==> config.mk <==
export PLATFORM = sky130hd
export DESIGN_NAME = data_sync_src
export DESIGN_NICKNAME = d
export VERILOG_FILES = /design/src/rtl/data_sync_src_pkg.sv /design/src/rtl/data_sync_src_bit_sync.sv /design/src/rtl/data_sync_src.sv
export SDC_FILE = /design/constraint.sdc
export NUM_CORES = 1
export LEC_CHECK = 0
export CAP_MARGIN = 30
export CORE_MARGIN = 3
export CORE_UTILIZATION = 35
export DETAILED_ROUTE_END_ITERATION = 8
export PLACE_DENSITY_LB_ADDON = 0.25
export RECOVER_POWER = 25
export REMOVE_ABC_BUFFERS = 1
export SETUP_SLACK_MARGIN = 0.3
export SLEW_MARGIN = 30
export SYNTH_ARGS = -nofsm -noshare
export SYNTH_HDL_FRONTEND = slang
export SYNTH_SLANG_ARGS = --single-unit
==> constraint.sdc <==
create_clock -name clk -period 1.38 [get_ports clk]
set_input_delay 0.276 -clock clk [delete_from_list [all_inputs] [get_ports clk]]
set_output_delay 0.276 -clock clk [all_outputs]
set_load 0.01 [all_outputs]
==> src/rtl/data_sync_src_pkg.sv <==
// Shared definitions for the bus MUX synchronizer source/destination pair.
// Handshake state encoding and default synchronizer depth.
package data_sync_src_pkg;

    localparam int DEF_NUM_STAGES = 2;
    localparam int DEF_BUS_WIDTH  = 8;

    typedef enum logic [1:0] {
        IDLE = 2'd0,
        REQ  = 2'd1,
        REL  = 2'd2
    } state_e;

endpackage

==> src/rtl/data_sync_src_bit_sync.sv <==
// Multi-flop single-bit synchronizer, synchronous active-low reset to 0.
// Shared by the source ack path and the destination request path.
module bit_sync #(
    parameter int NUM_STAGES = 2
) (
    input  logic clk,
    input  logic rst,
    input  logic d_i,
    output logic q_o
);

    logic [NUM_STAGES-1:0] sync_q;

    always_ff @(posedge clk) begin
        if (!rst) begin
            sync_q <= '0;
        end else begin
            sync_q <= {sync_q[NUM_STAGES-2:0], d_i};
        end
    end

    assign q_o = sync_q[NUM_STAGES-1];

endmodule

==> src/rtl/data_sync_src.sv <==
// Source-side front end: holds a word on Unsync_Bus and runs a
// 4-phase Enable/ack handshake with the destination-side synchronizer.
module data_sync_src
    import data_sync_src_pkg::*;
#(
    parameter int NUM_STAGES       = DEF_NUM_STAGES,
    parameter int UNSYNC_BUS_WIDTH = DEF_BUS_WIDTH
) (
    input  logic                        clk,
    input  logic                        rst,
    input  logic [UNSYNC_BUS_WIDTH-1:0] In_Data,
    input  logic                        In_Valid,
    output logic                        In_Ready,
    output logic [UNSYNC_BUS_WIDTH-1:0] Unsync_Bus,
    output logic                        Enable,
    input  logic                        Ack_Async,
    output logic                        Done,
    output logic                        Ack_Err
);

    state_e                      state_q;
    logic [UNSYNC_BUS_WIDTH-1:0] bus_q;
    logic                        enable_q;
    logic                        done_q;
    logic                        err_q;
    logic                        ack_s;
    logic                        accept;

    bit_sync #(
        .NUM_STAGES (NUM_STAGES)
    ) u_ack_sync (
        .clk (clk),
        .rst (rst),
        .d_i (Ack_Async),
        .q_o (ack_s)
    );

    // Ready only in IDLE once the previous ack has fully drained.
    assign In_Ready = rst && (state_q == IDLE) && !ack_s;
    assign accept   = In_Valid && In_Ready;

    always_ff @(posedge clk) begin
        if (!rst) begin
            state_q  <= IDLE;
            bus_q    <= '0;
            enable_q <= 1'b0;
            done_q   <= 1'b0;
            err_q    <= 1'b0;
        end else begin
            done_q <= 1'b0;
            unique case (state_q)
                IDLE: begin
                    if (ack_s) begin
                        err_q <= 1'b1;
                    end else if (accept) begin
                        bus_q    <= In_Data;
                        enable_q <= 1'b1;
                        state_q  <= REQ;
                    end
                end
                REQ: begin
                    if (ack_s) begin
                        enable_q <= 1'b0;
                        state_q  <= REL;
                    end
                end
                REL: begin
                    if (!ack_s) begin
                        done_q  <= 1'b1;
                        state_q <= IDLE;
                    end
                end
                default: begin
                    enable_q <= 1'b0;
                    state_q  <= IDLE;
                end
            endcase
        end
    end

    assign Unsync_Bus = bus_q;
    assign Enable     = enable_q;
    assign Done       = done_q;
    assign Ack_Err    = err_q;

endmodule

## Yosys cells after proc, flatten, opt, wreduce, memory -nomap -nowiden

Index checks and enable logic that the tools add are counted.

| word-level totals | value |
|---|---|
| register bits | 15 |
| input bits | 12 |
| logic and storage cells | 34 |

| cells by class | value |
|---|---|
| mux-type cells | 10 |
| bitwise logic cells | 2 |
| reduce and logical (&&, ||, !) cells | 10 |
| equality and inequality tests | 6 |

Operator list:

| operator | number |
|---|---|
| $mux 2 | 4 |
| $reduce_and 4->1 | 2 |
| $ne 2x2->1 const B | 3 |
| $pmux 2 s3 | 1 |
| $mux 1 | 4 |
| $reduce_and 2->1 | 2 |
| $logic_and 1x1->1 | 3 |
| $pmux 1 s3 | 1 |
| $reduce_and 3->1 | 1 |
| $eq 2x1->1 const B | 1 |
| $eq 2x2->1 const B | 1 |
| $logic_not 2->1 | 1 |
| $ne 2x1->1 const B | 1 |
| $not 1->1 | 2 |
| $logic_not 1->1 | 1 |

## Depth between registers and ports, before layout

| logic depth | value |
|---|---|
| depth in word-level cells | 7 |
| mapped depth | 5 |
| depth with buffers taken out | 3 |

## Modules after synthesis

Synthesis repeated with hierarchy kept, for this count alone.

| unflattened totals | value |
|---|---|
| cell total of the unflattened synthesis | 59 |
| area total of the unflattened synthesis | 565.5 um^2 |

Modules (own cells, without submodules):

| module | instances | area an instance (um^2) | cells an instance |
|---|---|---|---|
| data_sync_src | 1 | 513.0 | 55 |
| bit_sync | 1 | 52.6 | 4 |

## Worst setup path before layout

Ideal clock, no wire load.

| timing | value |
|---|---|
| kind | reg2reg |
| start | reg state_q[0] |
| end | reg bus_q[0], in the netlist Unsync_Bus[0] |
| arrival | 1.276 ns |
| stages on the path, launching flop included | 6 |
| path slack | -0.017 ns |
| library setup time | 0.121 ns |
| buffers on the path | 2 |
| cells stage by stage | dfxtp_1 buf_6 nor4b_4 and2_1 buf_6 o21ai_0 |

| on the way | value |
|---|---|
| longest elaborated chain between the ends | 5 |

RTL lines:

| item | line | RTL |
|---|---|---|
| from (decl) | data_sync_src.sv:21 | `state_e state_q;` |
| from (signal assigned) | data_sync_src.sv:44 | `state_q <= IDLE;` |
| from (signal assigned) | data_sync_src.sv:58 | `state_q <= REQ;` |
| from (signal assigned) | data_sync_src.sv:64 | `state_q <= REL;` |
| $logic_not 2->1 | data_sync_src.sv:39 | `assign In_Ready = rst && (state_q == IDLE) && !ack_s;` |
| $logic_and 1x1->1 (2 in series) | data_sync_src.sv:39 |  |
| net In_Ready | data_sync_src.sv:13 | `output logic In_Ready,` |
| $logic_and 1x1->1 | data_sync_src.sv:40 | `assign accept = In_Valid && In_Ready;` |
| $reduce_and 3->1 (no line) | -- |  |
| to (signal assigned) | data_sync_src.sv:56 | `bus_q <= In_Data;` |
| to (decl) | data_sync_src.sv:22 | `logic [UNSYNC_BUS_WIDTH-1:0] bus_q;` |

The timed path passes the listed nets, and every way through them passes these cells.
A chain may end at the register's enable or synchronous reset.

## Worst setup path in the final report

| timing | value |
|---|---|
| start | reg state_q[1] |
| end | out In_Ready |

| on the way | value |
|---|---|
| longest elaborated chain between the ends | 3 |

RTL lines:

| item | line |
|---|---|
| $logic_not 2->1 | data_sync_src.sv:39 |
| $logic_and 1x1->1 (2 in series) | data_sync_src.sv:39 |
| to (decl) | data_sync_src.sv:13 |

Every way passes these cells.

==> run metrics <==
run status=finished, final reports clean; antenna-violating nets left=0; Clk pin slew, worst setup/hold paths=0.10 ns; CTS tree=built; Post-Layout Inst Area=846 um^2; Synth-to-Final Area Change=49.6%; slew margin rel.=62.7%; port buffer count=23; Filler Cell Count=137; Starting Density=40.4%; Worst Setup Start Kind=register; synthesized cell area=566 um^2; Max Clock Skew=0.00889 ns; layout cell share with drive strength beyond 1=48.3%; Power Density=1050 nW/um^2; R2R depth=4; Chip Height=46.2 um; die area=2130 um^2; CTS buffer count=3; Worst-Margin Slew=0.560 ns; core area=1400 um^2; vias=522; Worst Path Max Fanout=2; peak supply drop=0.598 mV; CTS sink count=15; max_cap viols=0; Leak=0.389 nW; final hold vios=0; antenna diode count=0; unrepaired setup endpoints after global routing=yes; CTS root buffer=clkbuf_4; setup tns final=0 ns; CTS H-Tree Depth=1; Yosys cell types=18; Hold Path Class=register to register; Max Buffers Root-to-Sink=2; final setup fails=0; DRT iter0 DRCs=6; overall routing resource usage=12.4%; fin crit share=97.3%; hold depth=1; syn_area_per_cell=9.59 um^2; CP endpoint kind=output pin; Post-Synth XOR/XNOR Area=1.55%; antenna violations before repair=0; worst skew pair latency=0.28 ns; crit path time final=1.34 ns; Hold WS=0.445 ns; f_max=744 MHz; total grt overflow=0; YS warnings=0; post-synthesis simple-gate area fraction=28.1%; Crit Path Class=register to output pin; dpl cell area=822 um^2; cell with the largest stage delay on the worst path=dfxtp_2; first-pass GRT wire length=1860 um; post-synthesis mux area share=0%; critical path cell sequence=nor4b_4 -> buf_2; vias per cell=5.02; Die Span X=46.2 um; data required time of the critical path=1.10 ns; I/O pin count=24; total wire length=1280 um; Synth Area in Adders=0%; max-slew violations=0; combinational family with the most area after synthesis=simple AND/OR/NAND/NOR gates; max incr delay on CP=0.35 ns; row cnt=13; hpwl dp=869 um; Crit path arrival time=1.07 ns; DR pass1 iterations=3; Seq/Total Area, Yosys=53.1%; compound-cell area share of the yosys netlist=11.9%; flops & latches, synth=15; drt drc=0; Design Power=0.888 mW; Mapped Cells=59; vias in the first global route=433; largest net degree at the start of global routing=16; nets=102; Final Wtd Congestion=0.698; wire per inst=12.3 um
[per-layer routing]
metal / wire, um / global-route usage, % / share of wire, % / vias to the layer above
met2: 629 / 18.4 / 49 / 11
met4: 9 / 3.41 / 0.70 / 0
met5: 0 / 0 / 0 / -
met3: 72 / 5.86 / 5.6 / 2
met1: 571 / 16.0 / 45 / 249
li1: - / - / - / 260
[kinds of logic (layout without fill, tap and decap cells)]
logic type	Yosys count	after routing
AOI/OAI and AO/OA	12	12
and+or+nand+nor	27	27
buffers and inverters	4	34
xor gates and xnor gates	1	1
DFF	15	15
[critical path, delay by kind of cell (launching register included)]
family                 cells  cell delay, ns
and+or+nand+nor            1            0.28
DFF                        1            0.35
buffers and inverters      1            0.17
[report_power, final]
| group | switching, mW | total (mW) | internal (mW) |
|---|---|---|---|
| Sequential | 0.0144 | 0.479 | 0.464 |
| Combinational | 0.0728 | 0.163 | 0.0901 |
| Clock | 0.139 | 0.246 | 0.107 |
[synth_stat cells, drive strengths merged]
master	number	share of area (%)
o211a	1	1.8
buf	2	4.0
and2b	1	1.3
o21ai	9	8.0
xor2	1	1.5
dfxtp	15	53
nand2b	1	1.1
and2	3	3.3
nor2	2	1.3
nor2b	1	1.1
a21boi	1	1.3
nand2	8	5.3
a21oi	1	0.88
nor4b	1	4.2
and4bb	1	2.2
clkbuf	2	1.3
nand3	8	7.1
and3	1	1.1
[flip-flops by register name, indices dropped and copies added (netlist names)]
signal,cells
Unsync_Bus,8
u_ack_sync.sync_q,2
state_q,2
Ack_Err,1
Done,1
Enable,1
[worst paths after layout]
check / slack (ns) / to / startpoint
setup / recovery: 0.04 / In_Ready / state_q[1]
hold / removal: 0.45 / u_ack_sync.sync_q[1] / u_ack_sync.sync_q[0]
setup reg to reg: 0.22 / Unsync_Bus[0] / state_q[1]
hold reg to reg: 0.45 / u_ack_sync.sync_q[1] / u_ack_sync.sync_q[0]
[timing repair]
item,in CTS,in global routing
pin swaps,8,0
endpoints found under the hold margin,0,0
buffers inserted,2,0
hold buffers,0,0
cloned,0,0
endpoints found under the setup margin,20,10
gates resized for setup,71,8
[metrics by stage]
stage | utilization [%] | setup slack [ns] | cells
floorplan | - | 0.0243 | 55
global placement | 58.8 | -0.457 | 98
detailed placement | 58.8 | -0.453 | 98
CTS | 59.2 | 0.0287 | 104
global route | 60.5 | -0.0179 | 104
finish | 60.5 | 0.0368 | 104
[final cells by class]
class	instances	area [um^2]	area share (%)
repair buffers	30	221	26.2
clock buffers	3	22.5	2.66
multi-input cells	40	264	31.2
well taps	15	18.8	2.22
flip-flops and latches	15	314	37.1
clock inverters	1	5.00	0.592
[layout by cell type, fill, tap and decap left out]
master | netlist | layout
nor2_1 | 2 | 2
nor4b_4 | 1 | 1
buf_6 | 2 | 1
o21ai_1 | 0 | 2
and4bb_2 | 1 | 1
clkbuf_4 | 0 | 3
dfxtp_2 | 0 | 11
and2b_1 | 1 | 1
nor2b_1 | 1 | 1
nand2b_1 | 1 | 1
o21ai_2 | 0 | 7
nand2_1 | 8 | 8
and3_1 | 1 | 1
buf_2 | 0 | 12
dlygate4sd2_1 | 0 | 1
clkinv_2 | 0 | 1
and2_4 | 0 | 1
clkdlybuf4s50_1 | 0 | 10
and2_1 | 3 | 2
xor2_1 | 1 | 1
nand3_1 | 8 | 8
dfxtp_1 | 15 | 4
a21boi_0 | 1 | 1
o211a_1 | 1 | 1
a21oi_1 | 1 | 1
buf_4 | 0 | 5
clkbuf_1 | 2 | 1
(Power assumes the default switching activity.)
